$ cat src/rtl/cpu_ctrl_pkg.sv
// Shared encodings for the multi-cycle CPU control sequencer: states, opcodes,
// condition-vector indices and flag bit positions.
package cpu_ctrl_pkg;

   typedef enum logic [2:0] {
      StFetch  = 3'd0,
      StDecode = 3'd1,
      StExec   = 3'd2,
      StMem    = 3'd3,
      StWb     = 3'd4,
      StHalt   = 3'd5
   } state_e;

   localparam logic [2:0] OP_NOP    = 3'd0;
   localparam logic [2:0] OP_ALU    = 3'd1;
   localparam logic [2:0] OP_CMP    = 3'd2;
   localparam logic [2:0] OP_LOAD   = 3'd3;
   localparam logic [2:0] OP_STORE  = 3'd4;
   localparam logic [2:0] OP_BRANCH = 3'd5;
   localparam logic [2:0] OP_HALT   = 3'd6;

   localparam int unsigned COND_ALWAYS = 0;
   localparam int unsigned COND_Z      = 1;
   localparam int unsigned COND_NZ     = 2;
   localparam int unsigned COND_N      = 3;
   localparam int unsigned COND_NN     = 4;
   localparam int unsigned COND_C      = 5;
   localparam int unsigned COND_NC     = 6;
   localparam int unsigned COND_V      = 7;
   localparam int unsigned COND_NV     = 8;

   localparam int unsigned FLAG_Z = 0;
   localparam int unsigned FLAG_N = 1;
   localparam int unsigned FLAG_C = 2;
   localparam int unsigned FLAG_V = 3;

endpackage

$ cat src/rtl/cond_eval.sv
// Status-flag register, 9-entry condition vector and branch-taken select.
// Condition codes above COND_NV are never taken.
module cond_eval
   import cpu_ctrl_pkg::*;
(
   input  logic       clk,
   input  logic       rst,
   input  logic       flag_we_i,
   input  logic [3:0] alu_flags_i,
   input  logic [3:0] cond_i,
   output logic [8:0] cond_vec_o,
   output logic       taken_o
);

   logic [3:0]  flags_d, flags_q;
   logic [15:0] cond_ext;

   always_comb begin
      flags_d = flag_we_i ? alu_flags_i : flags_q;
   end

   always_ff @(posedge clk) begin
      if (rst) begin
         flags_q <= 4'b0000;
      end else begin
         flags_q <= flags_d;
      end
   end

   always_comb begin
      cond_vec_o              = '0;
      cond_vec_o[COND_ALWAYS] = 1'b1;
      cond_vec_o[COND_Z]      = flags_q[FLAG_Z];
      cond_vec_o[COND_NZ]     = ~flags_q[FLAG_Z];
      cond_vec_o[COND_N]      = flags_q[FLAG_N];
      cond_vec_o[COND_NN]     = ~flags_q[FLAG_N];
      cond_vec_o[COND_C]      = flags_q[FLAG_C];
      cond_vec_o[COND_NC]     = ~flags_q[FLAG_C];
      cond_vec_o[COND_V]      = flags_q[FLAG_V];
      cond_vec_o[COND_NV]     = ~flags_q[FLAG_V];
   end

   always_comb begin
      cond_ext = {7'd0, cond_vec_o};
      taken_o  = (cond_i <= 4'(COND_NV)) ? cond_ext[cond_i] : 1'b0;
   end

endmodule

$ cat src/rtl/cpu_control_fsm.sv
// Multi-cycle control sequencer (FETCH/DECODE/EXEC/MEM/WB/HALT).
// Define MEM_TIMEOUT_EN to bound memory waits by TIMEOUT_CYCLES and report bus_err.
module cpu_control_fsm
   import cpu_ctrl_pkg::*;
#(
   parameter int unsigned OPCODE_W       = 4,
   parameter int unsigned TIMEOUT_CYCLES = 255
) (
   input  logic                clk,
   input  logic                rst,
   input  logic [OPCODE_W-1:0] instr_opcode,
   input  logic [3:0]          instr_cond,
   input  logic [3:0]          alu_flags,
   input  logic                mem_ready,
   output logic                mem_req,
   output logic                mem_we,
   output logic                ir_we,
   output logic                pc_we,
   output logic                pc_src,
   output logic                reg_we,
   output logic                flag_we,
   output logic [8:0]          cond_vec,
   output logic [2:0]          state,
   output logic                halted,
   output logic                illegal,
   output logic                bus_err
);

   state_e     state_d, state_q;
   logic       illegal_d, illegal_q;
   logic [2:0] op;
   logic       legal;
   logic       branch_taken;

   assign op    = instr_opcode[2:0];
   assign legal = (instr_opcode <= OPCODE_W'(OP_HALT));

`ifdef MEM_TIMEOUT_EN
   localparam int unsigned CntW = $clog2(TIMEOUT_CYCLES + 1);

   logic [CntW-1:0] wait_cnt_d, wait_cnt_q;
   logic            bus_err_d, bus_err_q;
   logic            timeout;

   // Fires on the wait cycle that would take the counter to the limit.
   assign timeout = (wait_cnt_q == CntW'(TIMEOUT_CYCLES - 1)) && !mem_ready;
   assign bus_err = bus_err_q;
`else
   logic unused_timeout_cfg;
   assign unused_timeout_cfg = ^TIMEOUT_CYCLES;
   assign bus_err            = 1'b0;
`endif

   cond_eval u_cond_eval (
      .clk         (clk),
      .rst         (rst),
      .flag_we_i   (flag_we),
      .alu_flags_i (alu_flags),
      .cond_i      (instr_cond),
      .cond_vec_o  (cond_vec),
      .taken_o     (branch_taken)
   );

   always_comb begin
      state_d   = state_q;
      illegal_d = illegal_q;
      mem_req   = 1'b0;
      mem_we    = 1'b0;
      ir_we     = 1'b0;
      pc_we     = 1'b0;
      pc_src    = 1'b0;
      reg_we    = 1'b0;
      flag_we   = 1'b0;
`ifdef MEM_TIMEOUT_EN
      bus_err_d  = bus_err_q;
      wait_cnt_d = wait_cnt_q;
`endif
      case (state_q)
         StFetch: begin
            mem_req = 1'b1;
            if (mem_ready) begin
               ir_we   = 1'b1;
               pc_we   = 1'b1;
               state_d = StDecode;
            end
`ifdef MEM_TIMEOUT_EN
            else if (timeout) begin
               state_d   = StHalt;
               bus_err_d = 1'b1;
            end
`endif
         end
         StDecode: begin
            if (!legal) begin
               state_d   = StHalt;
               illegal_d = 1'b1;
            end else if (op == OP_HALT) begin
               state_d = StHalt;
            end else begin
               state_d = StExec;
            end
         end
         StExec: begin
            case (op)
               OP_NOP: state_d = StFetch;
               OP_ALU: begin
                  flag_we = 1'b1;
                  state_d = StWb;
               end
               OP_CMP: begin
                  flag_we = 1'b1;
                  state_d = StFetch;
               end
               OP_LOAD, OP_STORE: state_d = StMem;
               OP_BRANCH: begin
                  pc_we   = branch_taken;
                  pc_src  = branch_taken;
                  state_d = StFetch;
               end
               default: state_d = StFetch;
            endcase
         end
         StMem: begin
            mem_req = 1'b1;
            mem_we  = (op == OP_STORE);
            if (mem_ready) begin
               state_d = (op == OP_LOAD) ? StWb : StFetch;
            end
`ifdef MEM_TIMEOUT_EN
            else if (timeout) begin
               state_d   = StHalt;
               bus_err_d = 1'b1;
            end
`endif
         end
         StWb: begin
            reg_we  = 1'b1;
            state_d = StFetch;
         end
         StHalt: state_d = StHalt;
         default: state_d = StFetch;
      endcase
`ifdef MEM_TIMEOUT_EN
      if (state_d != state_q) begin
         wait_cnt_d = '0;
      end else if (mem_req && !mem_ready) begin
         wait_cnt_d = wait_cnt_q + 1'b1;
      end
`endif
      if (rst) begin
         mem_req = 1'b0;
         mem_we  = 1'b0;
         ir_we   = 1'b0;
         pc_we   = 1'b0;
         pc_src  = 1'b0;
         reg_we  = 1'b0;
         flag_we = 1'b0;
      end
   end

   always_ff @(posedge clk) begin
      if (rst) begin
         state_q    <= StFetch;
         illegal_q  <= 1'b0;
`ifdef MEM_TIMEOUT_EN
         bus_err_q  <= 1'b0;
         wait_cnt_q <= '0;
`endif
      end else begin
         state_q    <= state_d;
         illegal_q  <= illegal_d;
`ifdef MEM_TIMEOUT_EN
         bus_err_q  <= bus_err_d;
         wait_cnt_q <= wait_cnt_d;
`endif
      end
   end

   assign state   = state_q;
   assign halted  = (state_q == StHalt);
   assign illegal = illegal_q;

endmodule

$ cat config.mk
export PLATFORM = sky130hd
export DESIGN_NAME = cpu_control_fsm
export DESIGN_NICKNAME = d
export VERILOG_FILES = /design/src/rtl/cpu_ctrl_pkg.sv /design/src/rtl/cond_eval.sv /design/src/rtl/cpu_control_fsm.sv
export SDC_FILE = /design/constraint.sdc
export NUM_CORES = 1
export LEC_CHECK = 0
export ABC_AREA = 1
export BUFFER_PORTS_ARGS = -buffer_cell sky130_fd_sc_hd__buf_4
export CORE_ASPECT_RATIO = 0.9
export CORE_MARGIN = 5
export CORE_UTILIZATION = 35
export CTS_CLUSTER_DIAMETER = 50
export DETAILED_ROUTE_END_ITERATION = 12
export GPL_TIMING_DRIVEN = 0
export PLACE_DENSITY = 0.71
export SYNTH_ARGS = -nofsm -noshare
export SYNTH_HDL_FRONTEND = slang
export SYNTH_SLANG_ARGS = --single-unit
$ cat constraint.sdc
create_clock -name clk -period 1.08 [get_ports clk]
set_clock_uncertainty 0.15 [all_clocks]
set_input_delay 0 -clock clk [delete_from_list [all_inputs] [get_ports clk]]
set_output_delay 0 -clock clk [all_outputs]
set_load 0.02 [all_outputs]
==> out/summary.txt, run 1 <==
Fmax: 0.698 GHz
HP Class: in2reg
DR WL/cell: 13.3 um
Final net count: 202
Layout Cells excl Fill: 211
Met2 Routed Length: 1460 um
H-tree depth: 1
Remaining DRCs: 0
RSZ-0062 raised after global routing: yes
Final setup margin: -0.352 ns
Post-Synthesis Cells: 122
Leak: 0.000722 uW
Final Hold Fails: 0
Clock sink total: 8
Syn_area_per_cell: 5.51 um^2
# IOs: 37
Crit path kind: reg2out
Worst Setup Start Kind: flip-flop
Drt first pass iters: 4
Vias: 1006
Die Wd: 56.2 um
WP data arrival: 1.28 ns
Die Area: 2900 um^2
DR vias/cell: 4.77
Final ANT Viol Nets: 0
Synth area leaders: dfxtp_1, nand2_1, inv_1
First-pass GRT wire length: 4220 um
Distinct cell type count after synthesis: 22
Final HPWL DP: 1650 um
Synth Register Bits: 8
GRT overflow: 0
TritonCTS clock tree: yes
Area leader, netlist: dfxtp_1
Port Buffers: 34
DP Worst Slack: -0.195 ns
Clock transition at path regs: 0.06 ns
DP Cell Count: 181
Cell row count: 15
Max-cap viol count: 0
Initial antenna violation count: 0
Met3 wire length: 212 um
Tcrit/Tclk final: 1.33
Die height: 51.6 um
Clock Path Buffers: 2
Status: finished with violations
Num CTS Buffers: 3
Total GRT Usage: 0.182
Fillers: 117
Crit end category: output pin
Core area: 1880 um^2
Syn nets: 137
Clk_lat worst skew: 0.26 ns
Highest metal used: met4
Pin count of the biggest net entering global routing: 8
Ant. Diodes: 0
Setup-failing EPs final: 17
Vias in the first global route: 990
Worst-path maximum fanout: 3
Ys Warns: 0
Maximum vdd ir drop: 0.687 mV
Routability Congestion: 0.778
Post-synth top area share: 0.238
Power Dens Cells: 910 nW/um^2
Failing checks: negative setup slack
Synthesized area: 672 um^2
Max-slew violations: 0
Starting density of the core: 0.358
Post-route minimum period: 1.43 ns
Routed WL: 2810 um
Layout area overhead: 114%
Iter 0 DRT Violations: 31
WL met1: 1070 um
Post-synthesis sequential area ratio: 0.238
Worst EP required: 0.93 ns
Share of cells above drive strength 1: 0.538
Setup TNS: -4.16 ns
Root buffer selected by CTS: clkbuf_4
Post-layout util: 0.767
through the flow:
stage	total power (uW)	hold slack, ns	area [um^2]
floorplan	615	-0.116	729
detailed placement	769	0.101	1020
finish	1310	0.00303	1440
global placement	758	0.103	1020
global route	1370	0.0233	1440
CTS	1200	-0.0553	1340
routing by layer:
metal,vias up,GRT usage
li1,495,-
met1,446,0.210
met2,55,0.337
met3,10,0.0223
met4,0,0.0870
met5,-,0
cell families after synthesis:
| family | Yosys count | share of synthesized area |
|---|---|---|
| AO/OA/AOI/OAI | 9 | 0.0782 |
| buffers and inverters | 28 | 0.171 |
| flip-flops | 8 | 0.238 |
| other | 2 | 0.0112 |
| AND/OR/NAND/NOR | 75 | 0.501 |
layout by cell type, fill, tap and decap left out, types with 2 or more instances in the layout:
| master | synthesis | final |
|---|---|---|
| nor2_4 | 0 | 2 |
| conb_1 | 2 | 2 |
| nand4_1 | 4 | 4 |
| a21oi_2 | 1 | 3 |
| nor2_1 | 17 | 9 |
| buf_4 | 2 | 35 |
| inv_4 | 1 | 4 |
| a21oi_1 | 4 | 2 |
| dfxtp_4 | 0 | 5 |
| nand2_2 | 1 | 6 |
| nor3_4 | 1 | 2 |
| nor2_2 | 1 | 7 |
| inv_2 | 1 | 4 |
| inv_1 | 24 | 17 |
| dfxtp_2 | 0 | 2 |
| dlygate4sd3_1 | 0 | 9 |
| nand2_1 | 39 | 34 |
| nand3_4 | 0 | 4 |
| clkbuf_4 | 0 | 3 |
| nand3_1 | 7 | 3 |
| buf_6 | 0 | 17 |
layout make-up:
| class | instances | area (um^2) | share of cell area |
|---|---|---|---|
| timing repair buffer | 60 | 542 | 0.376 |
| buffer | 2 | 15.0 | 0.0104 |
| sequential | 8 | 181 | 0.126 |
| tap | 25 | 31.3 | 0.0217 |
| clock buffer | 4 | 26.3 | 0.0182 |
| inverter | 26 | 113 | 0.0782 |
| multi-input combinational | 86 | 532 | 0.369 |
synth_stat cells:
library cell / n
a21oi_1: 4
a21oi_2: 1
a31oi_1: 1
buf_4: 2
conb_1: 2
dfxtp_1: 8
inv_1: 24
inv_2: 1
inv_4: 1
nand2_1: 39
nand2_2: 1
nand2_4: 1
nand3_1: 7
nand3_2: 1
nand4_1: 4
nor2_1: 17
nor2_2: 1
nor3_1: 2
nor3_4: 1
nor4_1: 1
o21a_1: 1
o21ai_0: 2
what timing repair did:
| item | CTS | global route |
|---|---|---|
| gates cloned | 0 | 0 |
| gates resized for setup | 35 | 22 |
| setup buffers | 12 | 5 |
| setup endpoints to repair | 16 | 18 |
| pin swaps | 16 | 16 |
| hold endpoints to repair | 7 | 1 |
| hold buffers | 10 | 1 |
where the power goes:
part | switching, uW | internal (uW) | leakage, uW
logic | 362 | 339 | 0.000637
registers | 30.9 | 314 | 0.0000697
clock network | 121 | 143 | 0.0000150
total | 514 | 796 | 0.000722
worst max-delay path, stage by stage (launching register included):
cell,delay (ns)
dfxtp_4,0.36
inv_4,0.08
nand3_4,0.08
inv_4,0.07
nand3_2,0.06
nor2_1,0.09
nand2_1,0.09
nand2_2,0.07
buf_6,0.11
worst paths after layout:
kind                                      start  depth (start not counted)                      to  slack, ns
worst max register to register         state[0]                          7  u_cond_eval.flags_q[0]      -0.31
worst max-delay path                   state[0]                          8                   pc_we      -0.35
worst min-delay path            instr_opcode[3]                          4                state[2]      0.003
worst min register to register          illegal                          2                 illegal       0.33
registers in the layout, indices dropped and copies added, names as in the netlist:
register,cells
state,3
u_cond_eval.flags_q,4
illegal,1
No activity file was read; power rests on OpenSTA's default activity.
==> run 2, diff against run 1 <==
--- a/config.mk
+++ b/config.mk
@@ -9,11 +9,11 @@
 export BUFFER_PORTS_ARGS = -buffer_cell sky130_fd_sc_hd__buf_4
 export CORE_ASPECT_RATIO = 0.9
 export CORE_MARGIN = 5
-export CORE_UTILIZATION = 35
+export CORE_UTILIZATION = 43
 export CTS_CLUSTER_DIAMETER = 50
 export DETAILED_ROUTE_END_ITERATION = 12
 export GPL_TIMING_DRIVEN = 0
-export PLACE_DENSITY = 0.71
+export PLACE_DENSITY = 0.81
 export SYNTH_ARGS = -nofsm -noshare
 export SYNTH_HDL_FRONTEND = slang
 export SYNTH_SLANG_ARGS = --single-unit
==> constraint.sdc (replaced) <==
create_clock -name clk -period 1.6 [get_ports clk]
set_clock_uncertainty 0.15 [all_clocks]
set_input_delay 0 -clock clk [delete_from_list [all_inputs] [get_ports clk]]
set_output_delay 0 -clock clk [all_outputs]
set_load 0.02 [all_outputs]
==> run 2 against run 1 <==
Effect of this change:
- the run now ends clean
- first-iteration DRC count is 13% lower
- final cell count decreased by 12%
- critical path depth fell by 2
- combinational power down 56%
- global-route usage up 1.6 points
- setup slack improved by 0.43 ns
- wire length is 17% lower
- non-clock buffer count decreased by 14
- sequential power fell by 31%
- sequential share of layout area increased by 2.0 points
- core utilization grew 1.0 points
- critical endpoint is now flag_we
- largest cell class is now multi-input gates
- largest power group unchanged
==> out/summary.txt, run 2 (synthesis results as in run 1) <==
Sw frac: 0.389
Critical Path Stages: 6
Commonest non-fill, non-tap cell in the layout: nand2_1
Crit path kind: in2out
Fmax: 0.659 GHz
Clock sink total: 8
Comb power frac: 0.429
Vias in the first global route: 863
First-pass GRT wire length: 3530 um
Iter 0 DRT Violations: 27
Core area: 1460 um^2
TritonCTS clock tree: yes
# IOs: 37
WP data arrival: 1.37 ns
Port Buffers: 34
H-tree depth: 1
Max-cap viol count: 0
Die height: 47.5 um
Initial antenna violation count: 0
Final Hold Fails: 0
Max-slew violations: 0
Leak: 0.000613 uW
Root buffer selected by CTS: clkbuf_4
DP Worst Slack: 0.249 ns
Starting density of the core: 0.459
Clk_lat worst skew: 0.26 ns
Most frequent cells in the layout: nand2_1, buf_4, inv_1
CP max stage delay: 0.54 ns
Total GRT Usage: 0.198
Routed WL: 2340 um
Clock power frac: 0.237
CP delay by family, top: buffers and inverters
Die Wd: 51.7 um
Worst hold stages: 5
Largest register FFs: 4
P_int: 435 uW
Final setup margin: 0.0814 ns
GRT overflow: 0
Crit-path cells: dlygate4sd3_1 > buf_4 > nand2_1 > nand2_4 > nor3_4 > buf_4
Worst Setup Start Kind: primary input
Num CTS Buffers: 3
Clock Path Buffers: 2
DR vias/cell: 4.98
Share of cells above drive strength 1: 0.351
Die Area: 2450 um^2
Crit end category: output pin
Remaining DRCs: 0
Slowest cell on crit path: dlygate4sd3_1
Final net count: 188
Ant. Diodes: 0
Tcrit/Tclk final: 0.949
Layout area overhead: 69.5%
DR WL/cell: 12.6 um
Pin count of the biggest net entering global routing: 8
Buf/Inv on CP: 3
Power Dens Cells: 625 nW/um^2
Drt first pass iters: 5
Worst EP required: 1.45 ns
Clock transition at path regs: 0.06 ns
Maximum vdd ir drop: 0.463 mV
Top reg by flops: u_cond_eval.flags_q
Final HPWL DP: 1620 um
Layout Cells excl Fill: 186
Post-route minimum period: 1.52 ns
Reg2Reg Depth: 6
CP dominant cell by count: buf_4
Final ANT Viol Nets: 0
Routability Congestion: 0.858
Cell row count: 13
Total net switching power: 277 uW
Worst-path maximum fanout: 5
Setup-failing EPs final: 0
R2R Setup Slk: 0.25 ns
HP Class: in2reg
Seq pwr share: 0.334
Vias: 927
DP Cell Count: 171
Status: finished clean
## run 2: cell count changes in the layout (fill, tap and decap cells not counted), sizes merged
cell          change
buf              -15
clkbuf            -1
dlygate4sd3       +2
dlymetal6s4s      -1
## run 2: what timing repair did
| item | CTS | global route |
|---|---|---|
| resized for setup | 2 | 18 |
| hold buffers | 11 | 0 |
| pin swaps | 0 | 5 |
| endpoints found under the hold margin | 7 | 0 |
| setup endpoints to repair | 2 | 2 |
| buffers inserted | 0 | 1 |
## run 2: cell type report
class | count | area (um^2)
multi-input cells | 86 | 424
repair buffers | 46 | 384
fillers | 116 | 325
flip-flops and latches | 8 | 166
inverters | 26 | 108
clock buffers | 3 | 22.5
well taps | 15 | 18.8
plain buffers | 2 | 15.0
## run 2: path summary, 6_finish.rpt
path	start	to
worst max-delay path	instr_opcode[0]	flag_we
worst min-delay path	rst	state[2]
worst max register to register	state[2]	u_cond_eval.flags_q[1]
worst min register to register	illegal	illegal
## run 2: stage by stage
stage                     TNS (ns)  power (uW)  hold WS [ns]  utilization  instance area, um^2
after floorplan                  0         386       -0.0809            -                  672
after global placement           0         480        0.0734        0.646                  946
after detailed placement         0         489        0.0781        0.646                  946
after CTS                        0         673       0.00302        0.738                 1080
after global routing      -0.00627         742        0.0417        0.778                 1140
final                            0         712       0.00158        0.778                 1140
## run 2: metal layers
metal	up-vias	track usage	routed length (um)
li1	470	-	-
met1	413	0.200	883
met2	39	0.398	1280
met3	5	0.0156	133
met4	0	0.136	48
met5	-	0	0
## run 2: power groups by stage
stage                     logic, uW  registers [uW]  clock network [uW]
after floorplan                 139             247                   0
after global placement          248             232                   0
after detailed placement        256             233                   0
after CTS                       278             229                 165
after global routing            330             240                 172
final                           305             238                 169
## run 2: worst reg2reg max path: stages, from the launching register on
cell,delay (ns)
dfxtp_2,0.35
inv_4,0.09
nand3_4,0.11
nor2_1,0.25
nand4_1,0.15
nand2_1,0.10
nor2_1,0.04
==> run 3, diff against run 2 <==
--- a/config.mk
+++ b/config.mk
@@ -7,7 +7,6 @@
 export LEC_CHECK = 0
 export ABC_AREA = 1
 export BUFFER_PORTS_ARGS = -buffer_cell sky130_fd_sc_hd__buf_4
-export CORE_ASPECT_RATIO = 0.9
 export CORE_MARGIN = 5
 export CORE_UTILIZATION = 43
 export CTS_CLUSTER_DIAMETER = 50
==> run 3 against run 2 <==
Effect of this change:
- sequential power shrank 3%
- core utilization shrank 2.8 points
- sequential share of layout area is essentially flat
- maximum frequency shrank 0.41%
- largest power group unchanged
==> out/summary.txt, run 3 (synthesis results as in run 1) <==
Post-route minimum period: 1.52 ns
GRT overflow: 0
Die Wd: 49.5 um
Design area: 1120 um^2
Commonest non-fill, non-tap cell in the layout: nand2_1
Cell Area, Placed: 947 um^2
R2r endpoint: state[2]
Worst Setup Start Kind: primary input
Largest register FFs: 4
Worst-path maximum fanout: 3
Setup-failing EPs final: 0
WP data arrival: 1.37 ns
Max-slew violations: 0
Clk_lat worst skew: 0.25 ns
H-tree depth: 1
Pin count of the biggest net entering global routing: 8
Most frequent cells in the layout: nand2_1, buf_4, inv_1
Hold EP: pc_src
Drt first pass iters: 6
Fillers: 123
Routability Congestion: 0.889
Setup TNS: 0 ns
Layout area overhead: 66.1%
Leak: 0.000618 uW
DR WL/cell: 10.6 um
Final HPWL DP: 1500 um
Root buffer selected by CTS: clkbuf_4
Reg-to-Reg Start: state[2]
DR vias/cell: 4.76
Status: finished clean
Initial antenna violation count: 0
Clock Path Buffers: 2
Routed WL: 1980 um
Multi-input logic area: 409 um^2
Worst hold start: instr_cond[1]
Tcrit/Tclk final: 0.953
Fmax: 0.656 GHz
Die Area: 2450 um^2
Remaining DRCs: 0
Final Hold Fails: 0
FF/Latch Area: 163 um^2
Maximum vdd ir drop: 0.589 mV
Share of cells above drive strength 1: 0.327
TritonCTS clock tree: yes
# IOs: 37
Total GRT Usage: 0.157
Vias: 891
First-pass GRT wire length: 3210 um
Cell row count: 14
Worst hold stages: 5
Max-cap viol count: 0
Core area: 1490 um^2
Power Dens Cells: 604 nW/um^2
Starting density of the core: 0.451
Crit path kind: in2out
Vias in the first global route: 805
Die height: 49.5 um
Reg2Reg Depth: 6
Worst EP required: 1.45 ns
Iter 0 DRT Violations: 20
Crit end category: output pin
Final net count: 188
Clock sink total: 8
HP Class: in2out
R2R Setup Slk: 0.28 ns
Ant. Diodes: 0
Final ANT Viol Nets: 0
Port Buffers: 34
Top reg by flops: u_cond_eval.flags_q
Num CTS Buffers: 3
## run 3: area by class of cell
type,instances,area share
multi-input cells,86,0.367
repair buffers,46,0.346
flip-flops and latches,8,0.146
inverters,26,0.0897
clock buffers,3,0.0202
well taps,16,0.0179
plain buffers,2,0.0135
## run 3: worst max-delay path: stages
cell and delay (ns):
dlygate4sd3_1 0.54, buf_4 0.14, inv_1 0.09, nand2_2 0.07
nor2_2 0.10, nand3_1 0.09, nor2_1 0.09, nand2_1 0.07
nand2_1 0.07, buf_6 0.11
## run 3: per-stage QoR
stage | hold slack, ns | power (uW) | setup slack, ns | cells | util
after floorplan | -0.0809 | 386 | 0.00196 | 122 | -
after global placement | 0.0748 | 480 | 0.312 | 172 | 0.636
after detailed placement | 0.0816 | 485 | 0.288 | 172 | 0.636
after CTS | 0.229 | 659 | 0.00764 | 186 | 0.725
after global routing | 0.233 | 721 | -0.0241 | 187 | 0.750
final | 0.210 | 674 | 0.0752 | 187 | 0.750
## run 3: layer usage
layer | GRT usage | vias up | part of all wire
li1 | - | 472 | -
met1 | 0.188 | 392 | 0.41
met2 | 0.282 | 22 | 0.53
met3 | 0.0181 | 5 | 0.044
met4 | 0.0524 | 0 | 0.014
met5 | 0 | - | 0
## run 3: power breakdown
part | internal (uW) | switching [uW]
clock | 85.8 | 68.3
combinational | 126 | 163
sequential | 215 | 16.7
total | 426 | 247
## run 3: worst max path at each step
stage                     slack [ns]  endpoint            start  depth (start not counted)
final                           0.08     pc_we  instr_opcode[1]                         10
after detailed placement        0.29     pc_we         state[0]                          8
after floorplan                0.002     pc_we         state[0]                          5
after CTS                      0.008     pc_we         state[0]                          8
after global placement          0.31     pc_we         state[0]                          8
after global routing           -0.02     pc_we  instr_opcode[1]                         10
## run 3: timing repair
action	4_1_cts	5_1_grt
resized for setup	0	12
buffers inserted	0	1
hold endpoints to repair	7	0
hold buffers	11	0
setup endpoints to repair	0	8
